`src/rtl/counter_xn.sv`:
```
// counter_xn: bank of CH independent prescaled down-counters with one-shot,
// auto-reload and square-wave modes, a shared register write port, per-channel
// sticky status flags and a combined interrupt.
module counter_xn #(
  parameter int CH    = 4,
  parameter int W     = 32,
  parameter int PRE_W = 16,
  localparam int CHW  = (CH > 1) ? $clog2(CH) : 1
) (
  input  logic           clk,
  input  logic           RSTN,
  input  logic           counter_we,
  input  logic [CHW-1:0] counter_ch,
  input  logic [1:0]     counter_reg,
  input  logic [W-1:0]   counter_val,
  output logic [W-1:0]   counter_out,
  output logic [CH-1:0]  counter_OUT,
  output logic [CH-1:0]  status,
  output logic           irq
);

  localparam logic [1:0]     REG_RELOAD = 2'b00;
  localparam logic [1:0]     REG_CTRL   = 2'b01;
  localparam logic [1:0]     REG_DIV    = 2'b10;
  localparam logic [1:0]     REG_CLR    = 2'b11;
  localparam logic [1:0]     MODE_AUTO  = 2'b01;
  localparam logic [1:0]     MODE_SQR   = 2'b10;
  localparam logic [W-1:0]   ONE        = W'(1);
  localparam logic [CHW:0]   CH_N       = (CHW+1)'(CH);

  logic [W-1:0]  cnt_all [CH];
  logic [CH-1:0] ie_vec;
  logic          ch_ok;

  // Channel selects beyond the implemented range neither write nor read.
  assign ch_ok = ({1'b0, counter_ch} < CH_N);

  for (genvar i = 0; i < CH; i++) begin : g_ch
    logic [W-1:0]     cnt_q, rld_q, cnt_nxt;
    logic [PRE_W-1:0] pre_q, div_q;
    logic [3:0]       ctl_q;
    logic             out_q, out_nxt, sts_q;
    logic             en, tick, evt, sel, clr;
    logic [1:0]       mode;

    assign en   = ctl_q[0];
    assign mode = ctl_q[2:1];
    assign tick = en && (pre_q == div_q);
    assign evt  = tick && (cnt_q == ONE);
    assign sel  = counter_we && ch_ok && (counter_ch == CHW'(i));
    // Status clear addresses channels by bit position, not by counter_ch.
    assign clr  = counter_we && (counter_reg == REG_CLR) && counter_val[i];

    // Count and waveform next-state for a running channel (mode 11 acts as one-shot).
    always_comb begin
      cnt_nxt = cnt_q;
      out_nxt = out_q;
      if (en && (mode == MODE_AUTO)) out_nxt = 1'b0;
      if (tick) begin
        if (cnt_q > ONE) begin
          cnt_nxt = cnt_q - ONE;
        end else if (cnt_q == ONE) begin
          case (mode)
            MODE_AUTO: begin cnt_nxt = rld_q; out_nxt = 1'b1;   end
            MODE_SQR:  begin cnt_nxt = rld_q; out_nxt = ~out_q; end
            default:   begin cnt_nxt = '0;    out_nxt = 1'b1;   end
          endcase
        end else if ((mode == MODE_AUTO) || (mode == MODE_SQR)) begin
          cnt_nxt = rld_q;
        end
      end
    end

    // Channel state: counting first, then register writes override it.
    always_ff @(posedge clk or negedge RSTN) begin
      if (!RSTN) begin
        cnt_q <= '0;
        rld_q <= '0;
        pre_q <= '0;
        div_q <= '0;
        ctl_q <= '0;
        out_q <= 1'b0;
        sts_q <= 1'b0;
      end else begin
        cnt_q <= cnt_nxt;
        out_q <= out_nxt;
        if (en) pre_q <= tick ? '0 : pre_q + PRE_W'(1);
        // A terminal event beats a simultaneous clear.
        sts_q <= evt | (sts_q & ~clr);
        if (sel) begin
          case (counter_reg)
            REG_RELOAD: begin
              rld_q <= counter_val;
              cnt_q <= counter_val;
              pre_q <= '0;
              out_q <= 1'b0;
            end
            REG_CTRL: ctl_q <= counter_val[3:0];
            REG_DIV: begin
              div_q <= counter_val[PRE_W-1:0];
              pre_q <= '0;
            end
            default: ;
          endcase
        end
      end
    end

    assign cnt_all[i]     = cnt_q;
    assign counter_OUT[i] = out_q;
    assign status[i]      = sts_q;
    assign ie_vec[i]      = ctl_q[3];
  end

  // Readback mux of the selected channel's count.
  always_comb begin
    counter_out = '0;
    if (ch_ok) counter_out = cnt_all[counter_ch];
  end

  assign irq = |(status & ie_vec);

endmodule

```
`config.mk`:
```
export PLATFORM = sky130hd
export DESIGN_NAME = counter_xn
export DESIGN_NICKNAME = d
export VERILOG_FILES = /design/src/rtl/counter_xn.sv
export SDC_FILE = /design/constraint.sdc
export NUM_CORES = 1
export LEC_CHECK = 0
export ABC_AREA = 0
export CORE_MARGIN = 3
export CORE_UTILIZATION = 45
export CTS_BUF_LIST = sky130_fd_sc_hd__clkbuf_8
export DETAILED_ROUTE_END_ITERATION = 12
export DONT_BUFFER_PORTS = 1
export PLACE_DENSITY_LB_ADDON = 0.15
export SKIP_LAST_GASP = 1
export SYNTH_ARGS = -nofsm -noshare
export SYNTH_HDL_FRONTEND = slang
export SYNTH_SLANG_ARGS = --single-unit
```
`constraint.sdc`:
```
create_clock -name clk -period 2.68 [get_ports clk]
set_input_delay 0.402 -clock clk [delete_from_list [all_inputs] [get_ports clk]]
set_output_delay 0.402 -clock clk [all_outputs]
set_load 0.03 [all_outputs]
```
; Word-level counts from Yosys, hierarchy flattened
; Cells that the tools add are included.
[word_totals]
reg_bits = 408
latchBits = 0
ram_bits = 0
mem_count = 0
rom_bits = 0
output_inout_bits = 41
in_bits = 39
[op_classes]
n_bitwise = 18
magnitude_cmp = 5
muxes = 75
n_div = 0
reduce_logical = 45
n_mul = 0
eq_ne = 22
add_sub_neg = 8
shift = 0
[op_table]
columns = op, n
row1 = 32-bit two-way mux, 30
row2 = 16-bit two-way mux, 16
row3 = 32-bit by 1-bit equality test with 1-bit output (second input constant), 4
row4 = 32-bit by 1-bit greater-than comparator with 1-bit output (second input constant), 4
row5 = 32-bit by 1-bit subtractor with 32-bit output (second input constant), 4
row6 = 16-bit by 1-bit adder with 16-bit output (second input constant), 4
row7 = 32-bit binary-select mux with 2-bit select, 1
row8 = 16-bit equality test, 4
row9 = 1-bit two-way mux, 28
row10 = 2-bit AND reduction, 12
row11 = 1-bit logical AND, 21
row12 = 2-bit equality test (second input constant), 8
row13 = 2-bit by 1-bit equality test with 1-bit output (second input constant), 6
row14 = 2-bit OR reduction, 5
row15 = 1-bit NOT, 8
row16 = 1-bit AND, 4
row17 = 4-bit AND, 1
row18 = 2-bit logical NOT, 2
row19 = 1-bit logical OR, 4
row20 = 1-bit bitwise OR, 4
row21 = 4-bit OR reduction, 1
row22 = 3-bit greater-or-equal comparator (second input constant), 1
row23 = 2-bit NOT with 3-bit output, 1

; Logic depth before layout (Yosys ltp)
[depth]
word_depth = 8
ltp_mapped = 11
depth_no_buf = 9

; Worst setup path after synthesis
; Ideal clock, no wire load.
[synth_timing]
path_type = reg-to-reg
from = register g_ch[1].cnt_q[10]
to = register g_ch[1].cnt_q[15]
arrival_time_ns = 2.563
n_path_buf = 2
path_stages_with_launch = 9
setup_ns = 0.133
setup_slack_ns = -0.016
t_required_ns = 2.547
path_cell_list = dfrtp_1 or4_4 or4b_4 buf_6 nor4_4 buf_6 a21oi_2 o211ai_2 o211ai_1
[synth_via]
elab_chain_len = 6
[synth_lines]
columns = element, line
row1 = start: declaration, 39  ; logic [W-1:0] cnt_q, rld_q, cnt_nxt;
row2 = start signal: assignment, 85  ; cnt_q <= cnt_nxt;
row3 = start signal: assignment, 94  ; cnt_q <= counter_val;
row4 = branches (longest 2 deep; another with 32-bit by 1-bit subtractor with 32-bit output), n/a
row5 = 32-bit two-way mux (*), 60  ; if (cnt_q > ONE) begin
row6 = 32-bit two-way mux (*), 59  ; if (tick) begin
row7 = 32-bit two-way mux, 91  ; case (counter_reg)
row8 = 32-bit two-way mux (*), 90  ; if (sel) begin
; Every way passes the cells marked *.
; A chain may end at the register's enable or synchronous reset.

; Final worst setup path
[layout_timing]
from = register g_ch[1].cnt_q[11]
to = register g_ch[1].cnt_q[27]
; Same word-level chain as after synthesis.

==> metrics.txt <==
I/O Buffers=0; Setup crit start=g_ch[1].cnt_q[11]$_DFF_PN0_; area share of the largest cell type after synthesis=45.3%; vias in the first global route=approximately 20000; Tot Pwr=20.3 mW; reg2reg end=g_ch[1].cnt_q[27]$_DFF_PN0_; critical-path maximum fanout=5; required time of the critical path=3.28 ns; worst min path class=primary input to async pin; Final period util=98.8%; worst path cell trace=or4_4, buf_6, nor4b_4, nand3_2, or4_4, xor2_1, a211o_1, a21oi_2; Final Max Tran Viols=slightly below 300; DIE AREA=0.0528 mm²; part of the Yosys area used for sequential elements=between 40% and 50%; data arrival time of the critical path=around 3.3 ns; dpl hpwl=between 50000 and 60000 µm; DIE WIDTH=approximately 230 µm; R2R cell count=8; filler cell count in the final layout=~4500; Area Growth Syn to Fin=17.6%; met1 Usage GRT=43.3%; first-pass GRT wire length=approximately 130000 µm; Max clock buf depth=3; post-layout minimum cycle time=2.65 ns; maximum number of pins on one net before global-route repair=~400; ranking of synthesized cells by area=dfrtp_1 45%, nand2_1 8.7%, o21ai_0 3.8%; Starting Density=between 40% and 50%; CTS clk-pin slew, worst paths=0.06 ns; Final #Nets=2762; Worst path most repeated cell=or4_4; Syn Std Cell Area=approximately 0.023 mm²; Crit path largest cell delay=between 0.5 and 0.6 ns; RSZ-0062 raised after global routing=true; most common cell in the netlist=nand2_1; post-layout util=around 54%; GRT met2 Usage=between 40% and 50%; cell count along the critical path=8; pre-CTS WS=-0.0379 ns; CP bufs+invs=1; ANT nets after route=0; Finish-stage setup viols=0; routed wire length=82100 µm; Power Dens Cells=766 mW/mm²; grt peak-use layer=met2; Die Ht=~230 µm; Overflow after GRT=0; per-cell routed wire length=approximately 24 µm; synthesis-stage register bit count=just over 400; CTS tree=yes; Syn Nets=2587; crit path to=g_ch[1].cnt_q[27]$_DFF_PN0_; Reg-to-Reg Start=g_ch[1].cnt_q[11]$_DFF_PN0_; relative slew slack=-53.6%; DRC=0; cell taking the most area after synthesis=dfrtp_1; antenna violations before repair=7; layout cells sized above 1=roughly 17%; Row Count=81; Synth Flop Type=dfrtp_1; Max VDD drop=~0.37 mV; Max-Cap Viols=0; share of flip-flops with an asynchronous set or reset=between 90% and 100%; FF-to-FF setup slack=approximately 0.031 ns; CTS buffer count=76; # hold bufs at CTS=35; status=complete, but fails checks; delay-heaviest family, CP=simple AND/OR/NAND/NOR gates; fin worst setup slack=between 0.03 and 0.04 ns; Synth Instances=around 2500; Crit-path slowest cell=or4_4; via count=just over 20000; final setup skew=approximately 0.029 ns; I/O pins=80; vias per cell=~6.0; Leak=11.8 nW; gr usage total=31.1%; Critical Path Source Type=flop; DR iter-0 viols=2386; Worst Setup End Kind=flop; Max Fclk=378 MHz; final hold vios=~400; Mean Syn Cell Area=a little under 9 µm²; setup TNS=0 ns; violations in the final reports=negative hold slack, max-slew violations; most frequent cells after synthesis=521 x nand2_1, 408 x dfrtp_1, 226 x nor2_1, 170 x o21ai_0, 124 x a21oi_1; number of synthesized flops with an enable pin=0; H-tree Lvls=3; Clk Latency, worst-skew pair=0.66 ns; YS warnings=0; post-synthesis cell type count=78; routability cong.=about 1; worst hold margin=-0.538 ns; met3 global-route usage=5.97%; Setup CP Type=flop to flop; area of the core=about 0.049 mm²; Root Driver=clkbuf_8; Slew @ Worst Pin=between 2 and 2.5 ns; clk sinks=408; TritonRoute pass-1 iters=6
-- what timing repair did --
item | in CTS | in global routing
setup endpoints to repair | 6 | 45
setup buffers | 0 | 2
pin swaps | 1 | 9
gates resized for setup | 1 | 21
hold endpoints to repair | 734 | 408
-- metrics by stage --
step | area, µm² | instances
floorplan | 22500 | 2528
global placement | 24500 | 3252
detailed placement | 24500 | 3252
CTS | 26300 | 3419
global route | 26500 | 3422
finish | 26500 | 3424
-- power breakdown --
group | switching, mW | leakage, nW | internal, mW | total [mW]
registers | 1.27 | 5.13 | 7.42 | 8.70
logic | 3.19 | 5.81 | 2.26 | 5.44
clock network | 2.83 | 0.865 | 3.32 | 6.15
-- registers in the layout (all words and copies together) (netlist names) --
signal      flops
g_ch.cnt_q    128
g_ch.ctl_q     16
g_ch.div_q     64
g_ch.out_q      4
g_ch.pre_q     64
g_ch.rld_q    128
g_ch.sts_q      4
-- cells by family (layout without fill, tap and decap cells) --
logic type	count (synthesis)	in the layout	share of synthesized area, %
AO/OA/AOI/OAI	543	543	14.8
XOR/XNOR	131	131	5.09
adder cells (fa/ha/maj)	20	20	1.11
buffers and inverters	200	429	3.70
flip-flops	408	408	45.3
multiplexers	121	121	7.56
other	0	3	0
AND/OR/NAND/NOR	1105	1105	22.4
-- worst min-delay path by stage --
stage | to | slack [ns] | cells past startpoint
detailed placement | g_ch[0].div_q[8]$_DFFE_PN0P_ | 0.12 | 0
finish | g_ch[0].pre_q[8]$_DFF_PN0_ | -0.54 | 0
floorplan | g_ch[0].cnt_q[0]$_DFF_PN0_ | 0.11 | 0
global placement | g_ch[0].div_q[12]$_DFFE_PN0P_ | 0.12 | 0
global route | g_ch[0].rld_q[4]$_DFFE_PN0P_ | -0.61 | 0
CTS | g_ch[0].rld_q[29]$_DFFE_PN0P_ | -0.61 | 0
-- cell usage in the layout, fill, tap and decap left out, types with 20 or more instances in the layout --
master,Yosys,layout
nor4_1,45,36
mux4_2,32,32
nand2_1,521,521
ha_1,20,20
a21oi_1,124,123
o21ai_0,170,169
mux2_2,72,72
xnor2_1,62,62
or3_1,22,20
buf_4,13,200
dfrtp_1,408,408
o31ai_1,24,24
and3_1,41,41
xor2_1,69,69
o211ai_1,24,24
a22oi_1,27,27
nand3_1,57,56
nand4_1,30,30
nor3_1,66,64
nor2_1,226,223
a31oi_1,40,40
inv_1,49,69
clkbuf_8,0,96
dlygate4sd3_1,0,35
-- cell type report --
class,instances,area [µm²],share of cell area [%]
multi-input cells,1920,11700,44.0
flip-flops and latches,408,10200,38.6
repair buffers,246,2060,7.79
clock buffers,96,1320,4.99
well taps,664,831,3.14
clock inverters,36,199,0.751
inverters,51,191,0.723
diodes,3,7.51,0.0284
-- routing by layer --
metal	wire, µm	vias to the layer above
met5	0	-
met4	3500	0
met3	6690	205
met2	36800	921
met1	35100	10300
li1	-	9298
Note: power is estimated with default switching activity, not from simulation.
